## config.mk

```make
export PLATFORM = sky130hd
export DESIGN_NAME = vc_input_buffer_flat
export DESIGN_NICKNAME = d
export VERILOG_FILES = /design/src/rtl/vc_input_buffer_if.sv /design/src/rtl/vc_input_buffer.sv /design/src/flat_wrapper.sv
export SDC_FILE = /design/constraint.sdc
export NUM_CORES = 1
export LEC_CHECK = 0
export ABC_AREA = 1
export CAP_MARGIN = 10
export CORE_ASPECT_RATIO = 1.75
export CORE_MARGIN = 4
export CORE_UTILIZATION = 35
export CTS_CLUSTER_DIAMETER = 150
export CTS_CLUSTER_SIZE = 16
export DETAILED_ROUTE_END_ITERATION = 6
export PLACE_DENSITY = 0.61
export RECOVER_POWER = 50
export SYNTH_ARGS = -nofsm -noshare
export SYNTH_HDL_FRONTEND = slang
export SYNTH_SLANG_ARGS = --single-unit
```

## constraint.sdc

```tcl
create_clock -name clk -period 2.2 [get_ports clk]
set_input_delay 0.66 -clock clk [delete_from_list [all_inputs] [get_ports clk]]
set_output_delay 0.66 -clock clk [all_outputs]
set_load 0.1 [all_outputs]
```

## src/rtl/vc_input_buffer_if.sv

```systemverilog
// vc_input_buffer_if: link-side flit input, per-VC head/pop and credit/drop status bundle
interface vc_input_buffer_if #(parameter int DATA_W = 8);
  logic [DATA_W-1:0] in_data;
  logic              in_vc;
  logic              in_valid;
  logic              vc0_pop;
  logic              vc1_pop;
  logic [DATA_W-1:0] vc0_data;
  logic              vc0_valid;
  logic [DATA_W-1:0] vc1_data;
  logic              vc1_valid;
  logic [1:0]        vc_full;
  logic [1:0]        credit_ret;
  logic              in_drop;
  logic [7:0]        drop_cnt;
  modport master (
    output in_data, in_vc, in_valid, vc0_pop, vc1_pop,
    input  vc0_data, vc0_valid, vc1_data, vc1_valid, vc_full, credit_ret, in_drop, drop_cnt
  );
  modport slave (
    input  in_data, in_vc, in_valid, vc0_pop, vc1_pop,
    output vc0_data, vc0_valid, vc1_data, vc1_valid, vc_full, credit_ret, in_drop, drop_cnt
  );
endinterface

```

## src/rtl/vc_input_buffer.sv

```systemverilog
// vc_input_buffer: two-VC router input FIFOs with credit return; VC_DROP_CNT_EN adds a saturating drop counter
module vc_input_buffer #(
  parameter int DATA_W = 8,
  parameter int DEPTH  = 4
) (
  input logic clk,
  input logic reset,
  vc_input_buffer_if.slave bus
);
  localparam int CNT_W = $clog2(DEPTH + 1);
  localparam int PW    = $clog2(DEPTH);
  logic [1:0]        valid, full, push, pop, pop_req;
  logic [DATA_W-1:0] head [2];
  logic              drop;
  assign pop_req = {bus.vc1_pop, bus.vc0_pop};
  assign drop    = bus.in_valid && full[bus.in_vc];
  for (genvar v = 0; v < 2; v++) begin : g_vc
    logic [DATA_W-1:0] mem [DEPTH];
    logic [PW-1:0]     wptr, rptr;
    logic [CNT_W-1:0]  cnt;
    assign valid[v] = cnt != '0;
    assign full[v]  = cnt == CNT_W'(DEPTH);
    assign push[v]  = bus.in_valid && bus.in_vc == 1'(v) && !full[v];
    assign pop[v]   = pop_req[v] && valid[v];
    assign head[v]  = valid[v] ? mem[rptr] : '0;
    // storage write; contents need no reset since the count gates the head
    always_ff @(posedge clk)
      if (push[v]) mem[wptr] <= bus.in_data;
    // pointers wrap naturally; count nets push against pop
    always_ff @(posedge clk)
      if (reset) begin
        wptr <= '0;
        rptr <= '0;
        cnt  <= '0;
      end else begin
        if (push[v]) wptr <= wptr + 1'b1;
        if (pop[v]) rptr <= rptr + 1'b1;
        cnt <= cnt + CNT_W'(push[v]) - CNT_W'(pop[v]);
      end
  end
  // one credit per effective pop and a drop flag, both a cycle after the event
  always_ff @(posedge clk)
    if (reset) begin
      bus.credit_ret <= '0;
      bus.in_drop    <= 1'b0;
    end else begin
      bus.credit_ret <= pop;
      bus.in_drop    <= drop;
    end
`ifdef VC_DROP_CNT_EN
  logic [7:0] drop_cnt;
  // saturating count of discarded flits
  always_ff @(posedge clk)
    if (reset) drop_cnt <= '0;
    else if (drop && drop_cnt != 8'hFF) drop_cnt <= drop_cnt + 8'd1;
  assign bus.drop_cnt = drop_cnt;
`else
  assign bus.drop_cnt = 8'd0;
`endif
  assign bus.vc0_data  = head[0];
  assign bus.vc1_data  = head[1];
  assign bus.vc0_valid = valid[0];
  assign bus.vc1_valid = valid[1];
  assign bus.vc_full   = full;
endmodule

```

## src/flat_wrapper.sv

```systemverilog
// flat-port wrapper written by rule: the top's interface ports become plain ports
module vc_input_buffer_flat 
#(
  parameter int DATA_W = 8,
  parameter int DEPTH  = 4
)
  (clk, reset, bus_in_data, bus_in_vc, bus_in_valid, bus_vc0_pop, bus_vc1_pop, bus_vc0_data, bus_vc0_valid, bus_vc1_data, bus_vc1_valid, bus_vc_full, bus_credit_ret, bus_in_drop, bus_drop_cnt);
  vc_input_buffer_if #(.DATA_W(DATA_W)) bus_i ();
  input logic clk;
  input logic reset;
  input wire logic [$bits(bus_i.in_data)-1:0] bus_in_data;
  input wire logic [$bits(bus_i.in_vc)-1:0] bus_in_vc;
  input wire logic [$bits(bus_i.in_valid)-1:0] bus_in_valid;
  input wire logic [$bits(bus_i.vc0_pop)-1:0] bus_vc0_pop;
  input wire logic [$bits(bus_i.vc1_pop)-1:0] bus_vc1_pop;
  output wire logic [$bits(bus_i.vc0_data)-1:0] bus_vc0_data;
  output wire logic [$bits(bus_i.vc0_valid)-1:0] bus_vc0_valid;
  output wire logic [$bits(bus_i.vc1_data)-1:0] bus_vc1_data;
  output wire logic [$bits(bus_i.vc1_valid)-1:0] bus_vc1_valid;
  output wire logic [$bits(bus_i.vc_full)-1:0] bus_vc_full;
  output wire logic [$bits(bus_i.credit_ret)-1:0] bus_credit_ret;
  output wire logic [$bits(bus_i.in_drop)-1:0] bus_in_drop;
  output wire logic [$bits(bus_i.drop_cnt)-1:0] bus_drop_cnt;
  assign bus_i.in_data = bus_in_data;
  assign bus_i.in_vc = bus_in_vc;
  assign bus_i.in_valid = bus_in_valid;
  assign bus_i.vc0_pop = bus_vc0_pop;
  assign bus_i.vc1_pop = bus_vc1_pop;
  assign bus_vc0_data = bus_i.vc0_data;
  assign bus_vc0_valid = bus_i.vc0_valid;
  assign bus_vc1_data = bus_i.vc1_data;
  assign bus_vc1_valid = bus_i.vc1_valid;
  assign bus_vc_full = bus_i.vc_full;
  assign bus_credit_ret = bus_i.credit_ret;
  assign bus_in_drop = bus_i.in_drop;
  assign bus_drop_cnt = bus_i.drop_cnt;
  vc_input_buffer #(.DATA_W(DATA_W), .DEPTH(DEPTH)) u_core (.clk(clk), .reset(reset), .bus(bus_i));
endmodule
```

==> tab_implementation.tex <==
\begin{tabular}{lr}
\hline
Metric & Value \\
\hline
\multicolumn{2}{l}{\textbf{Route}} \\
Post-DR wirelength/cell & 12.3 um \\
DRC marker count from the first detailed-route iteration & 200 \\
Remaining design rule violation count & 0 \\
Antenna viol nets, final & 0 \\
Total via count after detailed routing & approximately 2,700 \\
Vias/cell & 4.44 \\
Final routed wirelength across all metal layers & 7520 um \\
Initial DRT Pass Iterations & 4 \\
\multicolumn{2}{l}{\textbf{Logic synthesis}} \\
Gate count of the mapped netlist & between 400 and 500 \\
Post-synthesis average cell area & 9.54 sq um \\
Netlist area before placement & 0.00391 sq mm \\
Seq/Total Area, Yosys & 59.9\% \\
Count of different cell masters after synthesis & 21 \\
Post-synthesis sequential element count & 85 \\
Number of warnings issued by yosys & 0 \\
\multicolumn{2}{l}{\textbf{Die}} \\
Die extent in y & 148 um \\
X dimension of the die & 87.9 um \\
Area of the core region & 0.0108 sq mm \\
Die Footprint & 0.0130 sq mm \\
Initial core utilization & 36.1\% \\
Number of cell rows & 50 \\
Number of primary I/O pins & 45 \\
\multicolumn{2}{l}{\textbf{Clock tree}} \\
H-tree depth & 3 \\
Clock-pin slew on the worst setup and hold paths & 0.06 ns \\
CTS Hold Buffers Added & 0 \\
Inserted Clock Buffers & 9 \\
Clock insertion delay at the later pin of the skew report & 0.33 ns \\
Num Clock Sinks & 85 \\
CTS max path bufs & 2 \\
Clock tree from TritonCTS & built \\
Clk Tree Root Cell & clkbuf\_16 \\
\multicolumn{2}{l}{\textbf{Worst setup path}} \\
Kind of critical path & flop to primary output \\
Setup crit start kind & flop \\
Worst EP required & roughly 1.5 ns \\
Cell breakdown of the critical path & buf\_6 > nand2\_1 > nand3\_1 > a21oi\_4 > buf\_12 \\
Critical Path AT & 1.46 ns \\
Delay of the slowest cell on the worst path & 0.35 ns \\
Cell at the slowest stage of the critical path & dfxtp\_1 \\
Critical path peak fanout & 16 \\
Endpoint type of the worst setup path & primary output \\
\multicolumn{2}{l}{\textbf{Global routing}} \\
GR Util met2 & 23.1\% \\
Total congestion overflow & 0 \\
Met1 track demand over resource & 12.7\% \\
Highest-utilization routing layer at the global route stage & met2 \\
Initial antenna violation count & 0 \\
Global-route usage over all layers & about an eighth \\
Met3 Resource Use GR & 3.01\% \\
Global-route wire length before repair & 12,400 um \\
Number of global-route vias before repair & $\sim$2,700 \\
Maximum number of pins on one net before global-route repair & 17 \\
\multicolumn{2}{l}{\textbf{STA}} \\
Achievable clock frequency & 471 MHz \\
Fin crit share & between 90\% and 100\% \\
Total of endpoints with negative setup slack in the final report & 0 \\
Count of final max-slew check failures & 0 \\
RSZ-0062 raised after global routing & false \\
Smallest setup slack after layout & between 0.07 and 0.08 ns \\
Worst hold margin & 0.494 ns \\
Final setup skew & roughly 0.006 ns \\
Post-layout min period & 2.12 ns \\
Endpoints failing hold & 0 \\
Setup TNS & 0 ns \\
\multicolumn{2}{l}{\textbf{Finish}} \\
Filler Cell Count & 986 \\
Area growth from synthesis to layout & 33.4\% \\
Final Util & 48.2\% \\
Count of nets after finishing & 504 \\
Layout cell share with drive strength beyond 1 & 20.0\% \\
Final design area excluding fillers & 0.00522 sq mm \\
Final std cells w/o fill & slightly above 600 \\
Antenna diode instance count & 0 \\
\multicolumn{2}{l}{\textbf{Run status}} \\
Result of the run & finished, final reports clean \\
\multicolumn{2}{l}{\textbf{Power}} \\
Total power per unit cell area & 1490 mW/mm\^{}2 \\
Tot Pwr & 7.75 mW \\
Fraction of power spent switching nets & a little under half \\
Clock network fraction of design power & 18.7\% \\
Sequential group share of total power & 26.0\% \\
Peak supply drop & approximately 0.9 mV \\
Leakage & 2.31 nW \\
Logic gate share of total power & 55.3\% \\
Internal & about 4.2 mW \\
Net switching power & 3.55 mW \\
\multicolumn{2}{l}{\textbf{Place}} \\
DP HPWL & 5620 um \\
Cell area after placement & 0.00489 sq mm \\
Placer congestion estimate & 0.769 \\
Cells after DPL & 591 \\
Placement Setup Slack & -0.407 ns \\
I/O Buffers & 36 \\
\multicolumn{2}{l}{\textbf{Worst hold path}} \\
Class of the tightest hold or removal check & flop to flop \\
\multicolumn{2}{l}{\textbf{Run}} \\
Max-capacitance violation count & 0 \\
\hline
\end{tabular}
-- layout by cell type, fill, tap and decap left out, types with 10 or more instances in the layout --
master    Yosys  final
nand2_1      84     85
nand3_1      41     41
edfxtp_1     64     64
a21oi_1      26     10
ha_1         12     11
buf_12        0     20
nor2_1       26     27
dfxtp_1      21     18
a21oi_4       0     16
buf_4         8     25
inv_1        99     96
-- cells in the mapped netlist --
| master | number | area [sq um] |
|---|---|---|
| clkinv_1 | 1 | 3.75 |
| nand2_2 | 7 | 43.8 |
| buf_2 | 3 | 15.0 |
| inv_6 | 2 | 17.5 |
| inv_2 | 2 | 7.51 |
| conb_1 | 1 | 3.75 |
| nor2_1 | 26 | 97.6 |
| nand3_1 | 41 | 205 |
| buf_8 | 2 | 30.0 |
| buf_4 | 8 | 60.1 |
| nand2_1 | 84 | 315 |
| ha_1 | 12 | 150 |
| inv_1 | 99 | 372 |
| edfxtp_1 | 64 | 1920 |
| a21boi_0 | 1 | 7.51 |
| dfxtp_1 | 21 | 420 |
| fa_1 | 2 | 40.0 |
| buf_6 | 4 | 45.0 |
| a21oi_1 | 26 | 130 |
| nor2_2 | 3 | 18.8 |
| o21ai_0 | 1 | 5.00 |
-- power by group through the flow --
stage	sequential [mW]	combinational, mW	clock (mW)
floorplan	2.06	2.94	0
global placement	2.03	4.24	0
detailed placement	2.03	4.28	0
CTS	2.01	4.33	1.47
global route	2.03	4.51	1.55
finish	2.01	4.29	1.45
-- worst max-delay path: cells and delay by family (launching register included) --
family	cells	cell delay (ns)
buffers and inverters	2	0.36
DFF	1	0.35
AOI/OAI and AO/OA	1	0.22
and+or+nand+nor	2	0.19
-- metal layers --
metal,part of all wire [%],wire length (um)
met4,2.0,154
met5,0,0
met2,57,4290
met3,4.3,321
met1,37,2750
-- worst paths after layout --
check / startpoint / to / slack [ns] / cells after the start
hold / removal: u_core.g_vc[1].rptr[0] / flop / 0.49 / 2
hold reg to reg: u_core.g_vc[1].rptr[0] / flop / 0.49 / 2
setup / recovery: flop / bus_vc1_data[7] / 0.08 / 5
setup reg to reg: u_core.g_vc[0].cnt[1] / u_core.g_vc[0].cnt[1] / 0.18 / 10
-- cell type report --
| type | count | area, sq um | share of cell area [%] |
|---|---|---|---|
| sequential | 85 | 2350 | 45.0 |
| tap | 130 | 163 | 3.12 |
| clock buffer | 14 | 254 | 4.87 |
| clock inverter | 2 | 35.0 | 0.672 |
| multi-input combinational | 211 | 1250 | 24.0 |
| timing repair buffer | 65 | 757 | 14.5 |
| inverter | 104 | 410 | 7.87 |
-- cells by family after synthesis --
group	count (synthesis)	share of synthesized area [%]
and+or+nand+nor	161	17.4
buffers and inverters	121	14.1
DFF	85	59.9
adders and majority gates	14	4.86
other	1	0.0959
AOI/OAI and AO/OA	28	3.65
-- flip-flops by register name (all words and copies together), names as in the netlist, named ones only --
register	flops
u_core.g_vc.mem	64
u_core.g_vc.cnt	6
u_core.g_vc.rptr	4
u_core.g_vc.wptr	4
u_core.bus.credit_ret	2
u_core.bus.in_drop	1
-- repair_timing --
action | in CTS | in global routing
setup buffers | 4 | 0
gates cloned | 0 | 0
setup endpoints to repair | 19 | 20
pin swaps | 3 | 3
resized for setup | 12 | 6
Power figures use the tool's default switching activity.
